**config.mk**
```make
export PLATFORM = sky130hd
export DESIGN_NAME = tx_pkt_padder
export DESIGN_NICKNAME = d
export VERILOG_FILES = /design/src/rtl/tx_pkt_padder.sv
export SDC_FILE = /design/constraint.sdc
export NUM_CORES = 1
export LEC_CHECK = 0
export ABC_AREA = 1
export CAP_MARGIN = 20
export CORE_ASPECT_RATIO = 1.2
export CORE_UTILIZATION = 40
export CTS_BUF_LIST = sky130_fd_sc_hd__clkbuf_4
export CTS_CLUSTER_SIZE = 16
export DETAILED_ROUTE_END_ITERATION = 12
export PLACE_DENSITY = 0.73
export SLEW_MARGIN = 0
export SYNTH_ARGS = -nofsm -noshare
export SYNTH_HDL_FRONTEND = slang
export SYNTH_SLANG_ARGS = --single-unit
```
**constraint.sdc**
```tcl
create_clock -name clk -period 4.4 [get_ports clk]
set_input_delay 1.32 -clock clk [delete_from_list [all_inputs] [get_ports clk]]
set_output_delay 1.32 -clock clk [all_outputs]
set_load 0.01 [all_outputs]
```
**src/rtl/tx_pkt_padder.sv**
```systemverilog
// tx_pkt_padder: pads short frames, zeroes trailing bytes and regenerates EOP ctrl ahead of the MAC transmit queue
module tx_pkt_padder #(
  parameter int DATA_WIDTH    = 64,
  parameter int CTRL_WIDTH    = DATA_WIDTH/8,
  parameter bit ENABLE_HEADER = 1'b0,
  parameter int MIN_PKT_BYTES = 60
) (
  input  logic                  clk,
  input  logic                  reset,
  input  logic [DATA_WIDTH-1:0] in_data,
  input  logic [CTRL_WIDTH-1:0] in_ctrl,
  input  logic                  in_wr,
  output logic                  in_rdy,
  output logic [DATA_WIDTH-1:0] out_data,
  output logic [CTRL_WIDTH-1:0] out_ctrl,
  output logic                  out_wr,
  input  logic                  out_rdy,
  input  logic                  pad_en,
  output logic                  pkt_done,
  output logic                  pkt_padded,
  output logic [11:0]           pkt_byte_len
);
  localparam int KW = $clog2(CTRL_WIDTH);
  localparam int LAST_W = (MIN_PKT_BYTES-1)/CTRL_WIDTH;
  localparam int LAST_K = (MIN_PKT_BYTES-1)%CTRL_WIDTH;
  localparam logic [CTRL_WIDTH-1:0] LAST_CTRL = CTRL_WIDTH'(1) << (CTRL_WIDTH-1-LAST_K);
  typedef enum logic [1:0] {IDLE, IN_PKT, PAD} state_t;
  state_t state_q, state_d;
  logic [8:0] word_idx_q, word_idx_d, idx;
  logic [DATA_WIDTH-1:0] out_data_q, out_data_d, mask;
  logic [CTRL_WIDTH-1:0] out_ctrl_q, out_ctrl_d;
  logic out_wr_q, out_wr_d, pkt_done_q, pkt_done_d, pkt_padded_q, pkt_padded_d;
  logic [11:0] pkt_byte_len_q, pkt_byte_len_d;
  logic [KW-1:0] k;
  logic [12:0] len_full;
  logic [11:0] len;
  logic short_pkt, hdr;
  assign in_rdy = out_rdy && state_q != PAD && !reset;
  assign out_data = out_data_q;
  assign out_ctrl = out_ctrl_q;
  assign out_wr = out_wr_q;
  assign pkt_done = pkt_done_q;
  assign pkt_padded = pkt_padded_q;
  assign pkt_byte_len = pkt_byte_len_q;
  // EOP byte resolution, length arithmetic and next-state/output selection
  always_comb begin
    k = '0;
    for (int i = 0; i < CTRL_WIDTH; i++) if (in_ctrl[i]) k = KW'(CTRL_WIDTH-1-i);
    mask = '0;
    for (int j = 0; j < CTRL_WIDTH; j++) mask[DATA_WIDTH-1-8*j -: 8] = (j <= int'(k)) ? 8'hFF : 8'h00;
    idx = (state_q == IDLE) ? 9'd0 : word_idx_q;
    len_full = 13'(idx) * 13'(CTRL_WIDTH) + 13'(k) + 13'd1;
    len = (len_full > 13'd4095) ? 12'hFFF : len_full[11:0];
    short_pkt = pad_en && (len_full < 13'(MIN_PKT_BYTES));
    hdr = ENABLE_HEADER && state_q == IDLE && in_ctrl != '0;
    state_d = state_q;
    word_idx_d = word_idx_q;
    out_wr_d = 1'b0;
    out_data_d = '0;
    out_ctrl_d = '0;
    pkt_done_d = 1'b0;
    pkt_padded_d = 1'b0;
    pkt_byte_len_d = pkt_byte_len_q;
    if (state_q == PAD) begin
      if (out_rdy) begin
        out_wr_d = 1'b1;
        if (word_idx_q == 9'(LAST_W)) begin
          out_ctrl_d = LAST_CTRL;
          pkt_done_d = 1'b1;
          pkt_padded_d = 1'b1;
          pkt_byte_len_d = 12'(MIN_PKT_BYTES);
          state_d = IDLE;
        end else word_idx_d = word_idx_q + 9'd1;
      end
    end else if (in_wr && in_rdy) begin
      out_wr_d = 1'b1;
      if (hdr) begin
        out_data_d = in_data;
        out_ctrl_d = in_ctrl;
      end else if (in_ctrl == '0) begin
        out_data_d = in_data;
        state_d = IN_PKT;
        word_idx_d = (idx == 9'd511) ? idx : idx + 9'd1;
      end else begin
        out_data_d = in_data & mask;
        if (!short_pkt) begin
          out_ctrl_d = CTRL_WIDTH'(1) << (CTRL_WIDTH-1-int'(k));
          pkt_done_d = 1'b1;
          pkt_byte_len_d = len;
          state_d = IDLE;
        end else if (idx == 9'(LAST_W)) begin
          out_ctrl_d = LAST_CTRL;
          pkt_done_d = 1'b1;
          pkt_padded_d = 1'b1;
          pkt_byte_len_d = 12'(MIN_PKT_BYTES);
          state_d = IDLE;
        end else begin
          state_d = PAD;
          word_idx_d = idx + 9'd1;
        end
      end
    end
  end
  // register state and all outputs; reset abandons any partial packet
  always_ff @(posedge clk) begin
    if (reset) begin
      state_q <= IDLE;
      word_idx_q <= '0;
      out_wr_q <= 1'b0;
      out_data_q <= '0;
      out_ctrl_q <= '0;
      pkt_done_q <= 1'b0;
      pkt_padded_q <= 1'b0;
      pkt_byte_len_q <= '0;
    end else begin
      state_q <= state_d;
      word_idx_q <= word_idx_d;
      out_wr_q <= out_wr_d;
      out_data_q <= out_data_d;
      out_ctrl_q <= out_ctrl_d;
      pkt_done_q <= pkt_done_d;
      pkt_padded_q <= pkt_padded_d;
      pkt_byte_len_q <= pkt_byte_len_d;
    end
  end
endmodule

```
Word level (Yosys, flattened, before mapping)
Index checks and enable logic that the tools add are counted.

Flip-flop bits (word level): 98. Bits in latches: 0. RAM bits: 0. Memory bits (read-only): 0. Input bits: 77. Output and inout port bits: 88. Word-level logic and storage cells: 110. Memories: 0.

Add/subtract/negate cells: 5. $mul: 0. Divide/modulo/power cells: 0. Order comparisons: 9. Eq/ne operators: 11. Shifts and indexed selects: 1. Multiplexer cells: 61. Bitwise logic cells: 2. Reductions and logical operators: 13.

Operators with widths (number): $mux 12 (8); $mux 8 (11); $mux 9 (9); $and 64x64->64 (1); $mux 64 (1); $shl 1x32->8 const A (1); $mux 3 (8); $add 9x1->9 const B (2); $eq 9x3->1 const B (2); $mux 5 (3); $mux 1 (14); $mux 2 (7); $add 12x3->13 (1); $add 13x1->13 const B (1); $gt 13x12->1 const B (1); $lt 13x6->1 const B (1); $le 3x3->1 const A (4); $reduce_and 5->1 (2); $eq 9x9->1 const B (1); $logic_not 8->1 (1); $ne 2x2->1 const B (4); $le 2x3->1 const A (2); $logic_and 1x1->1 (4); $sub 3x3->4 const A (1); 12 further kinds (12).

Logic depth before layout (Yosys ltp)
Gate-level depths: netlist of run 1.

Word-level depth: 16. Gate-level depth with buffers: 23. Mapped depth without buffers: 23.

Least setup slack after synthesis of run 1
No wires, ideal clock.

Path type: input -> register. Start point: input in_ctrl[1]. End point: register pkt_byte_len_q[2] (netlist: pkt_byte_len[2]). Setup time: 0.109 ns. Arrival time: 3.394 ns. Data required time: 4.291 ns. Slack: 0.897 ns. Stages on the path: 20. Path buffers: 1. Path through: inv_1 > nand2_1 > nand2_1 > nand2_1 > nand2_1 > nand2_1 > a21oi_1 > ha_1 > nand3_4 > o21ai_0 > nand3_1 > nor2_1 > nand2_1 > nand3_4 > nand2_4 > nand2_4 > buf_6 > nand3_1 > nand2_1 > inv_1.

Longest elaborated chain between the ends: 15. Elaborated cells between the ends (all ways): 21. Classes of those cells: add/sub (2); order compare (2); eq/ne (2); mux (12); reduce/logical (3).

RTL lines: start, declared (line 11) `input logic [CTRL_WIDTH-1:0] in_ctrl,`; $mux 3 (7 in a row) (line 48) `for (int i = 0; i < CTRL_WIDTH; i++) if (in_ctrl[i]) k = KW'(CTRL_WIDTH-1-i);`; $add 12x3->13 (line 52) `len_full = 13'(idx) * 13'(CTRL_WIDTH) + 13'(k) + 13'd1;`; $add 13x1->13 (line 52); $gt 13x12->1 / $lt 13x6->1 (equally long branches) (line 53, 54); $mux 12 / $logic_and 1x1->1 (equally long branches) (line 53, 54); $mux 12 (line 86) `if (!short_pkt) begin`; $mux 12 (line 80) `end else if (in_ctrl == '0) begin`; $mux 12 (line 75) `end else if (in_wr && in_rdy) begin`; $mux 12 (line 64) `if (state_q == PAD) begin`; end signal, assigned (line 123) `pkt_byte_len_q <= pkt_byte_len_d;`; end, declared (line 33) `logic [11:0] pkt_byte_len_q, pkt_byte_len_d;`.

Several ways; a longest one is shown, not always the timed one. The select of a mux whose other input is x is not followed. A chain may end at the register's enable or synchronous reset.

Final worst setup path of run 1
Start point: input out_rdy. End point: output in_rdy.

Longest elaborated chain between the ends: 2.

RTL lines: start, declared (line 17) `input logic out_rdy,`; $logic_and 1x1->1 (2 in a row) (line 38) `assign in_rdy = out_rdy && state_q != PAD && !reset;`; end, declared (line 13) `output logic in_rdy,`.

Every way passes these cells.

==> results by group, run 1 <==
Worst setup path
  • Worst Setup EP: in_rdy
  • Startpoint Class: input pin
  • Worst setup path class: input pin to primary output
  • R2r endpoint: word_idx_q[6]
  • WP data arrival: 2.81 ns
  • CP required: 3.08 ns
  • Reg2Reg Setup Slack: 1.29 ns
  • R2R Path Start: word_idx_q[1]
  • Crit path top cell by count: clkdlybuf4s50_1
  • Critical Path Slowest Stage Cell: clkdlybuf4s50_1
  • Crit path cell chain: clkdlybuf4s50_1, inv_1, nor3_2, clkdlybuf4s50_1
  • Max FO, Critical Path: 3
  • Critical Path Max Stage Delay: 0.61 ns
  • Crit path capture type: primary output
  • Crit path from: out_rdy
  • R2R depth: 18

GRT
  • Vias in the first global route: 4306
  • Initial antenna violation count: 1
  • Largest net degree at the start of global routing: 35
  • Grt ovf: 0
  • First-pass GRT wire length: 21500 um
  • GRT Util Overall: 0.232

Timing
  • Clock Skew: 0.0252 ns
  • Worst-Margin Slew: 0.977 ns
  • Final Hold Fails: 0
  • Final Setup Violations: 0
  • Maximum clock rate: 242 MHz
  • RSZ-0062 raised after global routing: false
  • Final worst path period need: 4.13 ns
  • Fin crit share: 0.938
  • Fin. max-slew vios: 0
  • TNS Setup: 0 ns
  • Relative slew slack: 0.344

Die
  • Floorplan die height: 119 um
  • Core Rows: 42
  • Die area: 11800 sq um
  • Starting Density: 0.411
  • # IOs: 165
  • Die X-Extent: 99.2 um
  • Total core area: 11000 sq um

Routing
  • Initial drt markers: 218
  • DRC Markers: 0
  • Antenna Nets Post-Route: 0
  • DR vias: 4506
  • Pre-antenna DRT Iters: 4
  • Final WL: 13400 um
  • Wire per inst: 14.2 um
  • Routed vias/inst: 4.81

CTS
  • Cts hold-fix bufs: 0
  • TritonCTS Buffers: 9
  • Post-CTS setup buffers: 0
  • Max H-tree Level: 3
  • CTS root buf: clkbuf_4
  • CTS Buffer Depth: 2
  • Skew-Pair Late Insertion Delay: 0.47 ns
  • Post-cts resize count: 0
  • Worst-path clk slew: 0.17 ns
  • # clock sinks: 98
  • CTS tree: built

Hold path
  • Worst min path class: flop to flop

Synthesis
  • Yosys Warn Count: 0
  • Main flop type after synthesis: dfxtp_1
  • Async SR Flop Fraction: 0
  • Synthesized instance count: 633
  • Avg Synthesized Cell Area: 7.16 sq um
  • Seq/Total Area, Yosys: 0.433
  • Distinct cells, synth: 40
  • Post-Syn Nets: 719
  • Synth Register Bits: 98
  • Mapped cell area: 4530 sq um
  • Number of synthesized flops with an enable pin: 0

Placed design
  • Port Buf Inserts: 164
  • Routability cong.: 0.958
  • Placed Cells: 920
  • DP HPWL: 10600 um
  • Area after DPL: 6310 sq um

Flow run
  • Max Cap Viol: 0

Pwr
  • Cell Pwr Density: 263 nW/um^2
  • Worst vdd ir: 163 uV
  • Post-layout power: 1.70 mW
  • Leakage: 2.77 nW

Run status
  • Outcome: finished, final reports clean

Layout
  • Post-Layout Cell Count: 937
  • Multi-input gate area: 2200 sq um
  • Reg area: 1960 sq um
  • Final nets: 885
  • Share of layout cells above drive strength 1: 0.0846
  • Final Cell Area: 6480 sq um
  • Area delta synth->final: 43.1%
  • Filler cells: 1007
[cells in the mapped netlist (4+ instances only)]
| cell | n | area (sq um) |
|---|---|---|
| a21oi_1 | 15 | 75.1 |
| clkbuf_1 | 11 | 41.3 |
| dfxtp_1 | 98 | 1960 |
| ha_1 | 9 | 113 |
| inv_1 | 70 | 263 |
| inv_2 | 7 | 26.3 |
| nand2_1 | 163 | 612 |
| nand2_2 | 10 | 62.6 |
| nand3_1 | 37 | 185 |
| nand3_4 | 4 | 70.1 |
| nand3b_1 | 5 | 37.5 |
| nand4_1 | 8 | 50.1 |
| nor2_1 | 120 | 450 |
| nor2_2 | 5 | 31.3 |
| nor2_4 | 9 | 101 |
| nor3_1 | 8 | 40.0 |
| o21ai_0 | 15 | 75.1 |
| xor2_1 | 4 | 35.0 |
[worst min path at each step]
| stage | start | end | slack [ns] | cells past startpoint |
|---|---|---|---|---|
| 3_5_place_dp | word_idx_q[8] | word_idx_q[8] | 0.47 | 2 |
| 2_1_floorplan | word_idx_q[8] | word_idx_q[8] | 0.45 | 2 |
| 4_1_cts | pkt_byte_len[0] | pkt_byte_len[0] | 0.50 | 2 |
| 5_1_grt | word_idx_q[8] | word_idx_q[8] | 0.53 | 2 |
| 6_report | pkt_byte_len[9] | pkt_byte_len[9] | 0.50 | 2 |
| 3_3_place_gp | word_idx_q[8] | word_idx_q[8] | 0.47 | 2 |
[per-stage QoR]
stage | utilization | hold slack [ns] | setup WS (ns)
finish | 0.588 | 0.500 | 0.275
global route | 0.588 | 0.529 | 0.153
CTS | 0.587 | 0.501 | 0.243
detailed placement | 0.572 | 0.469 | 0.0696
global placement | 0.572 | 0.472 | 0.162
floorplan | - | 0.452 | 0.897
[cell usage in the layout (no fill, tap or decap), drive strengths merged, types with 2 or more instances in the layout]
cell | netlist | routed
nand2 | 176 | 176
clkdlybuf4s50 | 0 | 164
nor2 | 137 | 137
dfxtp | 98 | 98
inv | 77 | 79
nand3 | 41 | 41
o21ai | 17 | 17
a21oi | 16 | 16
clkbuf | 11 | 11
nor3 | 10 | 10
ha | 9 | 9
nand4 | 8 | 8
buf | 5 | 7
nand3b | 5 | 5
xor2 | 4 | 4
nor4 | 3 | 3
a211oi | 2 | 2
a31oi | 2 | 2
o32ai | 2 | 2
bufinv | 0 | 2
[cell type report]
type	instances	share of cell area
antenna	1	0.000386
clock buffer	11	0.0127
clock inverter	5	0.0131
inverter	78	0.0451
multi-input combinational	441	0.339
sequential	98	0.303
tap	132	0.0255
timing repair buffer	171	0.261
[layer usage]
| metal | global-route usage | wire (um) | up-vias |
|---|---|---|---|
| met2 | 0.420 | 6730 | 131 |
| met5 | 0 | 0 | - |
| met4 | 0.0938 | 312 | 0 |
| met3 | 0.0514 | 849 | 24 |
| met1 | 0.262 | 5470 | 2043 |
| li1 | - | - | 2308 |
[sequential cells by signal, indices dropped and copies added (netlist names)]
name          count
out_ctrl          8
out_data         64
out_wr            1
pkt_byte_len     12
pkt_done          1
pkt_padded        1
state_q           2
word_idx_q        9
[where the power goes]
part | internal, mW | switching, mW
Combinational | 0.114 | 0.112
Sequential | 0.903 | 0.0114
Clock | 0.248 | 0.315
[worst max-delay path: cells and delay by family]
family        cells  cell delay (ns)
simple gates      1             0.27
buf+inv           3             1.22
[kinds of logic (layout without fill, tap and decap cells)]
kind of cell	count (synthesis)	count (layout)	synth area share
xor gates and xnor gates	4	4	0.00773
buffers and inverters	94	265	0.0812
adders and majority gates	9	9	0.0249
other	0	1	0
DFF	98	98	0.433
and+or+nand+nor	383	383	0.396
AOI/OAI and AO/OA	45	45	0.0574
(Power assumes the default switching activity.)
==> inputs of run 2 (changes only) <==
--- a/config.mk
+++ b/config.mk
@@ -12,7 +12,7 @@
 export CTS_BUF_LIST = sky130_fd_sc_hd__clkbuf_4
 export CTS_CLUSTER_SIZE = 16
 export DETAILED_ROUTE_END_ITERATION = 12
-export PLACE_DENSITY = 0.73
+export DONT_BUFFER_PORTS = 1
 export SLEW_MARGIN = 0
 export SYNTH_ARGS = -nofsm -noshare
 export SYNTH_HDL_FRONTEND = slang
==> results by group, run 2 (synthesis gave the netlist of run 1 again) <==
Die
  • Total core area: 11000 sq um (unchanged)
  • Core Rows: 42 (unchanged)
  • Starting Density: 0.411 (unchanged)
  • # IOs: 165 (unchanged)
  • Die X-Extent: 99.2 um (unchanged)
  • Die area: 11800 sq um (unchanged)
  • Floorplan die height: 119 um (unchanged)

Worst setup path
  • CP required: 4.79 ns (was 3.08 ns)
  • Startpoint Class: input pin (unchanged)
  • Worst setup path class: input pin to flop (was input pin to primary output)
  • Max FO, Critical Path: 15 (was 3)
  • Crit path capture type: flop (was primary output)
  • WP data arrival: 3.72 ns (was 2.81 ns)

Pwr
  • Leakage: 2.14 nW (was 2.77 nW)
  • Post-layout power: 1.48 mW (was 1.70 mW)
  • Worst vdd ir: 129 uV (was 163 uV)
  • Cell Pwr Density: 311 nW/um^2 (was 263 nW/um^2)

Routing
  • Pre-antenna DRT Iters: 4 (unchanged)
  • Initial drt markers: 193 (was 218)
  • DR vias: 3904 (was 4506)
  • Final WL: 11300 um (was 13400 um)
  • Antenna Nets Post-Route: 0 (unchanged)
  • DRC Markers: 0 (unchanged)
  • Routed vias/inst: 5.08 (was 4.81)
  • Wire per inst: 14.7 um (was 14.2 um)

Timing
  • Final worst path period need: 3.33 ns (was 4.13 ns)
  • Maximum clock rate: 301 MHz (was 242 MHz)
  • Fin worst setup slack: 1.07 ns (was 0.275 ns)
  • RSZ-0062 raised after global routing: false (unchanged)
  • Fin crit share: 0.756 (was 0.938)
  • Clock Skew: 0.0201 ns (was 0.0252 ns)
  • Fin. max-slew vios: 0 (unchanged)
  • Final Hold Fails: 0 (unchanged)
  • Worst-Margin Slew: 0.905 ns (was 0.977 ns)
  • TNS Setup: 0 ns (unchanged)
  • Relative slew slack: 0.392 (was 0.344)
  • Worst hold margin: 0.506 ns (was 0.500 ns)
  • Final Setup Violations: 0 (unchanged)

GRT
  • Vias in the first global route: 3756 (was 4306)
  • Largest net degree at the start of global routing: 38 (was 35)
  • Initial antenna violation count: 1 (unchanged)
  • First-pass GRT wire length: 17900 um (was 21500 um)
  • GRT Util Overall: 0.195 (was 0.232)
  • Grt ovf: 0 (unchanged)

Flow run
  • Max Cap Viol: 0 (unchanged)

Placed design
  • Port Buf Inserts: 0 (was 164)
  • DP HPWL: 8990 um (was 10600 um)
  • Routability cong.: 0.942 (was 0.958)
  • Post-Place Setup Slack: 0.613 ns (was 0.0696 ns)

CTS
  • CTS tree: built (unchanged)
  • Post-CTS setup buffers: 0 (unchanged)
  • Worst-path clk slew: 0.14 ns (was 0.17 ns)
  • Post-cts resize count: 0 (unchanged)
  • CTS Buffer Depth: 2 (unchanged)
  • Cts hold-fix bufs: 0 (unchanged)
  • CTS root buf: clkbuf_4 (unchanged)
  • Max H-tree Level: 3 (unchanged)
  • TritonCTS Buffers: 9 (unchanged)
  • Skew-Pair Late Insertion Delay: 0.45 ns (was 0.47 ns)
  • # clock sinks: 98 (unchanged)

Run status
  • Outcome: finished, final reports clean (unchanged)

Layout
  • Commonest non-fill, non-tap cell in the layout: nand2_1 (was clkdlybuf4s50_1)
  • Filler cells: 1148 (was 1007)
  • Final nets: 717 (was 885)
  • Share of layout cells above drive strength 1: 0.101 (was 0.0846)
  • Commonest non-fill, non-tap cells in the layout: nand2_1 (163), nor2_1 (120), dfxtp_1 (98) (was clkdlybuf4s50_1 (164), nand2_1 (163), nor2_1 (120))
  • Area delta synth->final: 5.41% (was 43.1%)
  • Largest register FFs: 64 (unchanged)

Hold path
  • Worst min path class: flop to flop (unchanged)
## run 2: cell count changes in the layout (fill, tap and decap cells not counted), sizes merged
cell	change
clkinv	+2
inv	+2
clkdlybuf4s50	-164
clkinvlp	-1
clkbuf	-1
bufinv	-2
buf	-4
## run 2: layout make-up
class | count | area [sq um] | share of cell area
multi-input cells | 441 | 2200 | 0.461
flip-flops and latches | 98 | 1960 | 0.411
inverters | 78 | 293 | 0.0613
well taps | 132 | 165 | 0.0346
clock buffers | 10 | 75.1 | 0.0157
clock inverters | 6 | 55.1 | 0.0115
repair buffers | 3 | 22.5 | 0.00472
diodes | 1 | 2.50 | 0.000524
## run 2: final timing paths
path	startpoint	slack, ns	cells after the start	end
min reg2reg	word_idx_q[8]	0.51	2	word_idx_q[8]
max	in_ctrl[1]	1.07	23	word_idx_q[4]
max reg2reg	word_idx_q[0]	1.41	18	word_idx_q[6]
min	word_idx_q[8]	0.51	2	word_idx_q[8]
## run 2: routing by layer
metal  up-vias  wire length [um]  GRT usage  share of wire
met4         0               427      0.104          0.038
met2       137              5870      0.361           0.52
met1      1776              4160      0.198           0.37
met3        27               827     0.0497          0.073
met5         -                 0          0              0
li1       1964                 -          -              -
## run 2: critical path, cell delays in order
cell and delay [ns]:
inv_1 0.03, nand2_1 0.04, nand2_1 0.05, nand2_1 0.04, nand2_1 0.05, nand2_1 0.07
a21oi_1 0.13, buf_4 0.15, ha_1 0.25, nand3_4 0.15, nor2_8 0.14, nand2_1 0.06
nand2_1 0.07, nand2_2 0.08, nor2_4 0.10, nand3_1 0.08, nor2_1 0.15, nand3_1 0.10
nand2_2 0.23, nand2_1 0.16, nand2_1 0.11, nand2_1 0.05, nor2_1 0.10
## run 2: power breakdown
| group | internal (mW) | leakage (nW) | total (mW) | switching (mW) |
|---|---|---|---|---|
| clock network | 0.135 | 0.0739 | 0.441 | 0.306 |
| registers | 0.903 | 0.792 | 0.922 | 0.0184 |
| logic | 0.0364 | 1.27 | 0.121 | 0.0847 |
| total | 1.07 | 2.14 | 1.48 | 0.409 |
## run 2: per-stage QoR
| step | instance area [sq um] | util | instances |
|---|---|---|---|
| floorplan | 4530 | - | 633 |
| global placement | 4640 | 0.421 | 752 |
| detailed placement | 4640 | 0.421 | 752 |
| CTS | 4770 | 0.433 | 768 |
| global route | 4780 | 0.433 | 769 |
| finish | 4780 | 0.433 | 769 |
==> inputs of run 3 (changes only) <==
==> constraint.sdc (replaced) <==
create_clock -name clk -period 2.9 [get_ports clk]
set_input_delay 0.87 -clock clk [delete_from_list [all_inputs] [get_ports clk]]
set_output_delay 0.87 -clock clk [all_outputs]
set_load 0.01 [all_outputs]
==> results by group, run 3 (synthesis gave the netlist of run 1 again) <==
Timing
  • Final Hold Fails: 0 (unchanged)
  • Relative slew slack: 0.335 (was 0.392)
  • Fin worst setup slack: 0.248 ns (was 1.07 ns)
  • Worst-Margin Slew: 0.991 ns (was 0.905 ns)
  • Maximum clock rate: 377 MHz
  • Fin crit share: 0.914
  • Clock Skew: 0.0288 ns (was 0.0201 ns)
  • Final worst path period need: 2.65 ns
  • Fin. max-slew vios: 0 (unchanged)
  • Worst hold margin: 0.432 ns (was 0.506 ns)
  • Final Setup Violations: 0 (unchanged)

Layout
  • Final Cell Area: 5120 sq um (was 4780 sq um)
  • Final nets: 759 (was 717)
  • Final core occ: 0.464 (was 0.433)
  • Share of layout cells above drive strength 1: 0.162 (was 0.101)
  • Commonest non-fill, non-tap cells in the layout: nand2_1 (162), nor2_1 (120), dfxtp_1 (96) (was nand2_1 (163), nor2_1 (120), dfxtp_1 (98))
  • Area delta synth->final: 13.0% (was 5.41%)
  • Largest register FFs: 64 (unchanged)
  • Ant diodes: 0 (was 1)
  • Commonest non-fill, non-tap cell in the layout: nand2_1 (unchanged)

CTS
  • TritonCTS Buffers: 9 (unchanged)
  • Skew-Pair Late Insertion Delay: 0.47 ns (was 0.45 ns)
  • CTS tree: built (unchanged)
  • Max H-tree Level: 3 (unchanged)
  • CTS Buffer Depth: 2 (unchanged)
  • Cts hold-fix bufs: 0 (unchanged)
  • # clock sinks: 98 (unchanged)
  • CTS root buf: clkbuf_4 (unchanged)
  • Worst-path clk slew: 0.18 ns (was 0.14 ns)

Routing
  • Pre-antenna DRT Iters: 4 (unchanged)
  • DR vias: 4077 (was 3904)
  • Initial drt markers: 137 (was 193)
  • DRC Markers: 0 (unchanged)
  • Wire per inst: 14.9 um (was 14.7 um)
  • Final WL: 12100 um (was 11300 um)
  • Routed vias/inst: 5.03 (was 5.08)
  • Antenna Nets Post-Route: 0 (unchanged)

Die
  • # IOs: 165 (unchanged)
  • Floorplan die height: 119 um (unchanged)
  • Starting Density: 0.411 (unchanged)
  • Core Rows: 42 (unchanged)
  • Total core area: 11000 sq um (unchanged)
  • Die X-Extent: 99.2 um (unchanged)
  • Die area: 11800 sq um (unchanged)

GRT
  • Initial antenna violation count: 0 (was 1)
  • First-pass GRT wire length: 19200 um (was 17900 um)
  • Largest net degree at the start of global routing: 34 (was 38)
  • Grt ovf: 0 (unchanged)
  • Vias in the first global route: 3978 (was 3756)
  • GRT Util Overall: 0.210 (was 0.195)

Worst setup path
  • Max FO, Critical Path: 11 (was 15)
  • Critical Path Max Stage Delay: 0.38 ns (was 0.25 ns)
  • Crit path from: state_q[1] (was in_ctrl[1])
  • WP data arrival: 3.06 ns (was 3.72 ns)
  • Critical path buffers and inverters: 1 (was 2)
  • Reg2Reg Setup Slack: 0.25 ns (was 1.41 ns)
  • Worst setup path class: flop to flop (was input pin to flop)
  • R2R Path Start: state_q[1] (was word_idx_q[0])
  • Critical Path Slowest Stage Cell: dfxtp_2 (was ha_1)
  • Startpoint Class: flop (was input pin)
  • Crit-path leading delay family: simple AND/OR/NAND/NOR gates (unchanged)
  • CP required: 3.31 ns (was 4.79 ns)
  • Crit path cell chain: nor2_4, nor2_4, ha_1, nand2_1, nor2_8, nand2_2, nor2_4, buf_4, nand4_1, nand2_1, nand2_1, nand2_1, nor2_1, nand3_1, nand2_4, nand2_1, nand2_1, nand2_1, nor2_1 (was inv_1, nand2_1, nand2_1, nand2_1, nand2_1, nand2_1, a21oi_1, buf_4, ha_1, nand3_4, nor2_8, nand2_1, nand2_1, nand2_2, nor2_4, nand3_1, nor2_1, nand3_1, nand2_2, nand2_1, nand2_1, nand2_1, nor2_1)
  • Crit path top cell by count: nand2_1 (unchanged)
  • Crit path capture type: flop (unchanged)

Pwr
  • Leakage: 2.34 nW (was 2.14 nW)
  • Cell Pwr Density: 452 nW/um^2 (was 311 nW/um^2)
  • Post-layout power: 2.31 mW (was 1.48 mW)
  • Worst vdd ir: 236 uV (was 129 uV)

Placed design
  • Routability cong.: 0.872 (was 0.942)
  • DP HPWL: 9780 um (was 8990 um)
  • Area after DPL: 4980 sq um (was 4640 sq um)
  • Port Buf Inserts: 0 (unchanged)
  • Post-Place Setup Slack: -0.235 ns (was 0.613 ns)

Flow run
  • Max Cap Viol: 0 (unchanged)

Hold path
  • Worst min path class: input pin to flop (was flop to flop)
  • Hold Startpoint: reset (was word_idx_q[8])

Run status
  • Outcome: finished, final reports clean (unchanged)
## run 3: changes by cell type in the layout (fill, tap and decap cells not counted), sizes merged
cell	previous run	this run
clkbuf	10	9
diode	1	0
clkinv	3	5
buf	3	45
inv	81	80
## run 3: what timing repair did
item,CTS,global route
setup buffers,0,1
setup endpoints to repair,0,19
resized for setup,0,3
## run 3: where the power goes
| group | total (mW) | internal, mW | leakage (nW) | switching, mW |
|---|---|---|---|---|
| Sequential | 1.40 | 1.37 | 0.793 | 0.0271 |
| Clock | 0.687 | 0.194 | 0.0720 | 0.494 |
| Combinational | 0.227 | 0.0844 | 1.47 | 0.143 |
| Total | 2.31 | 1.65 | 2.34 | 0.663 |
## run 3: metal layers
metal / routed length, um / track usage / up-vias
li1: - / - / 2049
met3: 832 / 0.0526 / 29
met2: 6380 / 0.399 / 142
met4: 419 / 0.102 / 0
met5: 0 / 0 / -
met1: 4450 / 0.209 / 1857
## run 3: metrics by stage
step	cells	setup TNS, ns
2_1_floorplan	633	0
4_1_cts	809	0
5_1_grt	810	-0.00361
3_5_place_dp	793	-2.84
6_report	810	0
3_3_place_gp	793	-1.03
## run 3: worst register-to-register path: stages, from the launching register on
cell and delay [ns]:
dfxtp_2 0.38, nor2_4 0.21, nor2_4 0.08, ha_1 0.22, nand2_1 0.21, nor2_8 0.06
nand2_2 0.08, nor2_4 0.04, buf_4 0.14, nand4_1 0.10, nand2_1 0.06, nand2_1 0.15
nand2_1 0.07, nor2_1 0.14, nand3_1 0.13, nand2_4 0.15, nand2_1 0.13, nand2_1 0.11
nand2_1 0.05, nor2_1 0.11
## run 3: area by class of cell
class,count,area (sq um)
Clock buffer,9,67.6
Clock inverter,7,61.3
Fill cell,1140,5910
Inverter,78,293
Multi-Input combinational cell,441,2230
Sequential cell,98,1960
Tap cell,132,165
Timing Repair Buffer,45,338
## run 3: final timing paths
check | cells after the start | endpoint
worst max-delay path | 19 | word_idx_q[4]
worst min-delay path | 1 | state_q[1]
worst max register to register | 19 | word_idx_q[4]
worst min register to register | 2 | state_q[1]
